[src/rtl/lfsr_random_source.sv]
// lfsr_random_source
//   Free-running Fibonacci LFSR with runtime reseed and zero-lockup recovery.
//   It also serves bounded random numbers in [0, max_val] over a req/busy/out_valid
//   handshake, using masked rejection sampling.
//
//   Optional feature macro: RNG_ENTROPY_EN
//     When defined, the design has an extra 1-bit input entropy_in. That input is
//     XORed into the LFSR feedback, so the sequence stops being deterministic. It
//     can then reach the all-zero state, and the zero-guard pulls it back out.
//     When undefined, the port is absent. The sequence is then fully
//     deterministic, with period 2^WIDTH-1 for a maximal TAPS mask.
module lfsr_random_source #(
  parameter int               WIDTH = 8,
  parameter logic [WIDTH-1:0] TAPS  = 8'hB8,
  parameter logic [WIDTH-1:0] SEED  = 8'hA5
) (
  input  logic             clk,
  input  logic             rst,
  input  logic             req,
  input  logic [WIDTH-1:0] max_val,
  input  logic             seed_load,
  input  logic [WIDTH-1:0] seed_in,
  output logic             busy,
  output logic             out_valid,
  output logic [WIDTH-1:0] random_out
`ifdef RNG_ENTROPY_EN
  ,
  input  logic             entropy_in
`endif
);

  // Elaboration-time sanity on the configuration
  if (WIDTH < 3 || WIDTH > 32) begin : g_bad_width
    $error("lfsr_random_source: WIDTH must be in 3..32");
  end
  if (SEED == '0) begin : g_bad_seed
    $error("lfsr_random_source: SEED must be non-zero");
  end

  localparam logic [0:0] ST_IDLE   = 1'b0;
  localparam logic [0:0] ST_SEARCH = 1'b1;

  // Smallest 2^k-1 covering v. Each bit is set when v has any 1 at or above it.
  function automatic logic [WIDTH-1:0] cover_mask(input logic [WIDTH-1:0] v);
    logic [WIDTH-1:0] m;
    m[WIDTH-1] = v[WIDTH-1];
    for (int i = WIDTH - 2; i >= 0; i--) begin
      m[i] = m[i+1] | v[i];
    end
    return m;
  endfunction

  logic [WIDTH-1:0] lfsr_q, lfsr_d;
  logic [0:0]       state_q, state_d;
  logic [WIDTH-1:0] max_lat_q, max_lat_d;
  logic [WIDTH-1:0] mask_lat_q, mask_lat_d;
  logic [WIDTH-1:0] random_out_q, random_out_d;
  logic             out_valid_q, out_valid_d;

  logic             fb;
  logic [WIDTH-1:0] cand;
  logic             cand_ok;

  // Feedback bit: parity of the tapped bits, optionally perturbed by external entropy
  always_comb begin
`ifdef RNG_ENTROPY_EN
    fb = (^(lfsr_q & TAPS)) ^ entropy_in;
`else
    fb = ^(lfsr_q & TAPS);
`endif
  end

  // LFSR next state: an explicit reseed beats lockup recovery, which beats a normal shift
  always_comb begin
    lfsr_d = {lfsr_q[WIDTH-2:0], fb};
    if (seed_load) begin
      lfsr_d = (seed_in == '0) ? SEED : seed_in;
    end else if (lfsr_q == '0) begin
      lfsr_d = SEED;
    end
  end

  // Candidate sample: the masked current LFSR value, accepted if it does not exceed the bound
  always_comb begin
    cand    = lfsr_q & mask_lat_q;
    cand_ok = (cand <= max_lat_q);
  end

  // Request FSM: latch the bound and its mask on accept, then draw until a candidate fits
  always_comb begin
    state_d      = state_q;
    max_lat_d    = max_lat_q;
    mask_lat_d   = mask_lat_q;
    random_out_d = random_out_q;
    out_valid_d  = 1'b0;
    case (state_q)
      ST_IDLE: begin
        if (req) begin
          max_lat_d  = max_val;
          mask_lat_d = cover_mask(max_val);
          state_d    = ST_SEARCH;
        end
      end
      ST_SEARCH: begin
        if (cand_ok) begin
          random_out_d = cand;
          out_valid_d  = 1'b1;
          state_d      = ST_IDLE;
        end
      end
      default: state_d = ST_IDLE;
    endcase
  end

  // LFSR register: runs every cycle, independent of the request FSM
  always_ff @(posedge clk or posedge rst) begin
    if (rst) begin
      lfsr_q <= SEED;
    end else begin
      lfsr_q <= lfsr_d;
    end
  end

  // FSM and output registers
  always_ff @(posedge clk or posedge rst) begin
    if (rst) begin
      state_q      <= ST_IDLE;
      max_lat_q    <= '0;
      mask_lat_q   <= '0;
      random_out_q <= '0;
      out_valid_q  <= 1'b0;
    end else begin
      state_q      <= state_d;
      max_lat_q    <= max_lat_d;
      mask_lat_q   <= mask_lat_d;
      random_out_q <= random_out_d;
      out_valid_q  <= out_valid_d;
    end
  end

  assign busy       = (state_q == ST_SEARCH);
  assign out_valid  = out_valid_q;
  assign random_out = random_out_q;

`ifndef SYNTHESIS
  // The result cycle is always an IDLE cycle
  a_valid_not_busy: assert property (@(posedge clk) disable iff (rst)
    out_valid_q |-> !busy);
  // The latched mask always covers the latched bound, so every search can terminate
  a_mask_covers: assert property (@(posedge clk) disable iff (rst)
    busy |-> (mask_lat_q >= max_lat_q));
`ifndef RNG_ENTROPY_EN
  // Without entropy the register can never reach zero
  a_never_zero: assert property (@(posedge clk) disable iff (rst)
    lfsr_q != '0);
`endif
`endif

endmodule

[config.mk]
export PLATFORM = sky130hd
export DESIGN_NAME = lfsr_random_source
export DESIGN_NICKNAME = d
export VERILOG_FILES = /design/src/rtl/lfsr_random_source.sv
export SDC_FILE = /design/constraint.sdc
export NUM_CORES = 1
export LEC_CHECK = 0
export BUFFER_PORTS_ARGS = -buffer_cell sky130_fd_sc_hd__buf_2
export CORE_MARGIN = 2
export CORE_UTILIZATION = 58
export DETAILED_ROUTE_END_ITERATION = 10
export HOLD_SLACK_MARGIN = 0.02
export PLACE_DENSITY = 0.83
export SLEW_MARGIN = 20
export SYNTH_ARGS = -nofsm -noshare
export SYNTH_HDL_FRONTEND = slang
export SYNTH_SLANG_ARGS = --single-unit
[constraint.sdc]
create_clock -name clk -period 3.95 [get_ports clk]
set_input_delay 0.5925 -clock clk [delete_from_list [all_inputs] [get_ports clk]]
set_output_delay 0.5925 -clock clk [all_outputs]
set_load 0.005 [all_outputs]
==> results summary <==
The number of warnings reported in the yosys synthesis log came out at 0. Summing all placed instances gives a cell area of 1740 µm². The number of unique standard cell types used by synthesis came out at 35. In this run the mean area of a mapped cell was 10.8 µm². The worst min-delay path category is in -> async. The worst clock skew on the final layout came out at 0.0148 ns.

Setup repair after global routing left no endpoint under its margin. The startpoint-to-endpoint class of the critical path is reg -> reg. The highest-delay cell along the critical path is dfstp_2. The count of nets after finishing is approximately 210. By area, the combinational part of the netlist is dominated by simple AND/OR/NAND/NOR gates. The largest vdd supply drop is about 0.44 mV.

The longest individual stage delay on the worst path came out at around 0.56 ns. The row count is 18. The share of synthesized cell area in and, or, nand and nor gates came out at 0.156. 30 I/O pins were placed. The reported max-cap violation count came out at 0.

At the worst endpoint, the required time is 4.19 ns. The worst-case register-to-register setup slack came out at 1.61 ns. The number of remaining DRC errors is 0. The fill cell instance count of the final layout came out at 200. The final-report setup violation count came out at 0. The data arrival time of the critical path came out at 2.58 ns. The flow ran to the end, and the final reports show no timing, DRC or antenna violations. The total number of vias came out at 1173.

The total area inside the core boundary comes to 2520 µm². In this run the power density over the cells is 681 nW/µm². The source-to-sink clock delay at the later pin of the worst-skew pair is 0.34 ns.

The number of flops mapped to enable cells by yosys is 0. The complex-gate fraction of the synthesized area came to 0.113. The number of diodes came out at 0. The number of CTS-inserted buffers is 5. The logic depth of the worst register-to-register path is 6. The first global-routing pass estimated 5.46 mm of wire. The die width is 56.0 µm. The tree is rooted in a clkbuf_4. The H-tree depth came out at 2. The destination of the worst register-to-register timing path is random_out[5]. The global routing's busiest layer is met2. In the global route stage, overall resource usage came out at 0.230. The met3 usage in global routing is 0.0721.

The synthesized net count is 173. The reg-to-reg startpoint is lfsr_q[5]. Compared with the post-synthesis result, the final layout area differs by 14.9%. The fraction of the yosys area taken by sequential cells is 0.530.

Measured against its own limit, the worst slew margin works out to 0.524. The initial antenna violation count came out at 0. The mux share of post-synthesis cell area came out at 0.0853. In this run the cell area of the synthesized design comes to 1570 µm². For this design, the sink count on the clock tree is 33. The share of cells above drive strength 1 is 0.306. STA classifies the critical path endpoint as a flop. The half-perimeter wire length after placement is 2.56 mm. The critical path goes through and2_1, ha_1, a211oi_1, or3_1, a31o_1, mux2_4. The largest net degree at the start of global routing came out at 20. In the finished design, the share of the clock period the worst path needs comes to 0.594. Summed over all cells, the static leakage comes to ~0.00089 µW. The final cell area excluding filler cells is between 1500 and 2000 µm².

Input and output buffers added on the ports amount to 29. The synthesized design contains 33 register bits. For the finished layout, the period the worst path requires is 2.34 ns. The total wire length came out at 3.21 mm. The design draws 1230 µW.

The number of gates resized after cts is 0. The via count of the first global-routing pass is roughly 1.2k. The count of buffers added by post-CTS timing repair for setup is 0. The final number of max-transition violations is 0.

The share of async-settable or async-resettable flops after synthesis is 1.00. The maximum number of buffers from clock root to sink is 2. The via density per instance came out at roughly 5.6. The transition at the pin with the smallest max-transition slack is about 0.71 ns. The parity-gate share of the synthesized area counting xor and xnor cells is 0.0112. For this configuration, the core starts out at a cell density of 0.622.

Of the total synthesized cell area, the portion taken by full adders, half adders and majority gates is 0.0638. The highest attainable clock frequency came out at 426 MHz. The floorplan step set the die height to between 50 and 60 µm. The final sum of negative setup slack is 0 ns. After the first detailed-routing iteration, the DRC count stood at 30. The count of hold buffers inserted by post-cts repair is 0. For this run the aggregate overflow at the end of global routing stands at 0. After clock tree synthesis, the clock-pin slew on the worst setup and hold paths is 0.10 ns. The TritonCTS clock tree is yes. The largest driver fanout on the critical path is 9.

In the global route stage, met2 resource usage came out at 0.400. Synthesis handed over a netlist of 145 instances. For this run, the leading register cell type out of synthesis is dfrtp_1.

The placer's final routability congestion estimate is a little over 0.9. The overall die area came out at ~3100 µm². The first-pass iteration count of the detailed router came out at 4. The source of the critical timing path is lfsr_q[5]. Dividing the detail-routed wire length by the instance count gives ~15 µm. The startpoint class of the critical path is a flop. For met1 alone, demand over resource in global routing was 0.272. The final number of hold-violating endpoints is 0. The number of nets still failing antenna checks after routing came out at 0.
-- cell usage in the layout, fill, tap and decap left out, types with 2 or more instances in the layout --
master,n
o211ai_1,2
nor3_1,3
nand2_1,22
and2_1,7
mux2_2,3
inv_1,11
clkbuf_4,5
nand3_1,4
buf_4,2
dfstp_2,4
dfrtp_1,29
mux2_4,6
buf_2,29
a21oi_1,2
o22a_1,4
xnor2_1,2
nor2_1,4
clkinv_2,2
ha_1,8
nor2b_1,2
or4_1,2
o21ai_0,11
-- power breakdown --
part | switching [µW] | internal (µW) | total, µW
registers | 71.3 | 467 | 538
logic | 254 | 258 | 512
clock network | 110 | 67.7 | 177
total | 435 | 792 | 1230
-- routing by layer --
| layer | vias to the layer above | share of wire |
|---|---|---|
| li1 | 572 | - |
| met1 | 567 | 0.43 |
| met2 | 29 | 0.51 |
| met3 | 5 | 0.052 |
| met4 | 0 | 0.012 |
| met5 | - | 0 |
-- worst max path at each step --
stage                     to  slack (ns)  depth (start not counted)
6_report       random_out[5]        1.61                          6
5_1_grt        random_out[4]        1.48                          7
4_1_cts        random_out[5]        1.60                          6
3_5_place_dp   random_out[5]        1.62                          6
3_3_place_gp   random_out[4]        1.75                          7
2_1_floorplan  random_out[1]        1.97                          7
-- kinds of logic (layout without fill, tap and decap cells) --
family	Yosys count	after routing
mux	10	10
compound gates	27	27
flops	33	33
simple gates	50	50
buf+inv	15	50
fa+ha+maj	8	8
xor+xnor	2	2
-- cell usage after synthesis, drive strengths merged, types with 2 or more instances --
master | n | area share
ha | 8 | 0.064
nor3 | 3 | 0.0096
nand2 | 22 | 0.053
dfstp | 4 | 0.067
and2 | 7 | 0.028
or4 | 2 | 0.0096
xnor2 | 2 | 0.011
o211ai | 2 | 0.0096
nand3 | 4 | 0.013
a31o | 2 | 0.011
dfrtp | 29 | 0.46
o22a | 4 | 0.022
clkbuf | 3 | 0.0072
a21oi | 2 | 0.0064
inv | 11 | 0.026
nor2 | 4 | 0.0096
o21ai | 12 | 0.038
nor2b | 3 | 0.014
mux2 | 9 | 0.079
-- sequential cells by signal (all words and copies together) (netlist names) --
register	count
mask_lat_q	7
random_out	8
lfsr_q	8
out_valid	1
busy	1
max_lat_q	8
-- per-stage QoR --
step	std cells	setup slack, ns	hold WS [ns]	util
final	210	1.61	0.307	0.715
after global routing	210	1.48	0.366	0.715
after CTS	210	1.60	0.322	0.712
after detailed placement	202	1.62	0.484	0.691
after global placement	202	1.75	0.458	0.691
after floorplan	145	1.97	0.438	-
-- critical path, delay by kind of cell (launching register included) --
family | cells | cell delay (ns)
AOI/OAI and AO/OA | 2 | 0.75
adders and majority gates | 1 | 0.25
DFF | 1 | 0.56
muxes | 1 | 0.35
and+or+nand+nor | 2 | 0.34
-- area by class of cell --
class                      count  area, µm²  share of cell area
sequential                    33        831               0.461
clock inverter                 2       10.0             0.00555
tap                           30       37.5              0.0208
timing repair buffer          31        160              0.0888
inverter                      11       41.3              0.0229
clock buffer                   6       41.3              0.0229
multi-input combinational     97        682               0.378
Power figures use the tool's default switching activity.
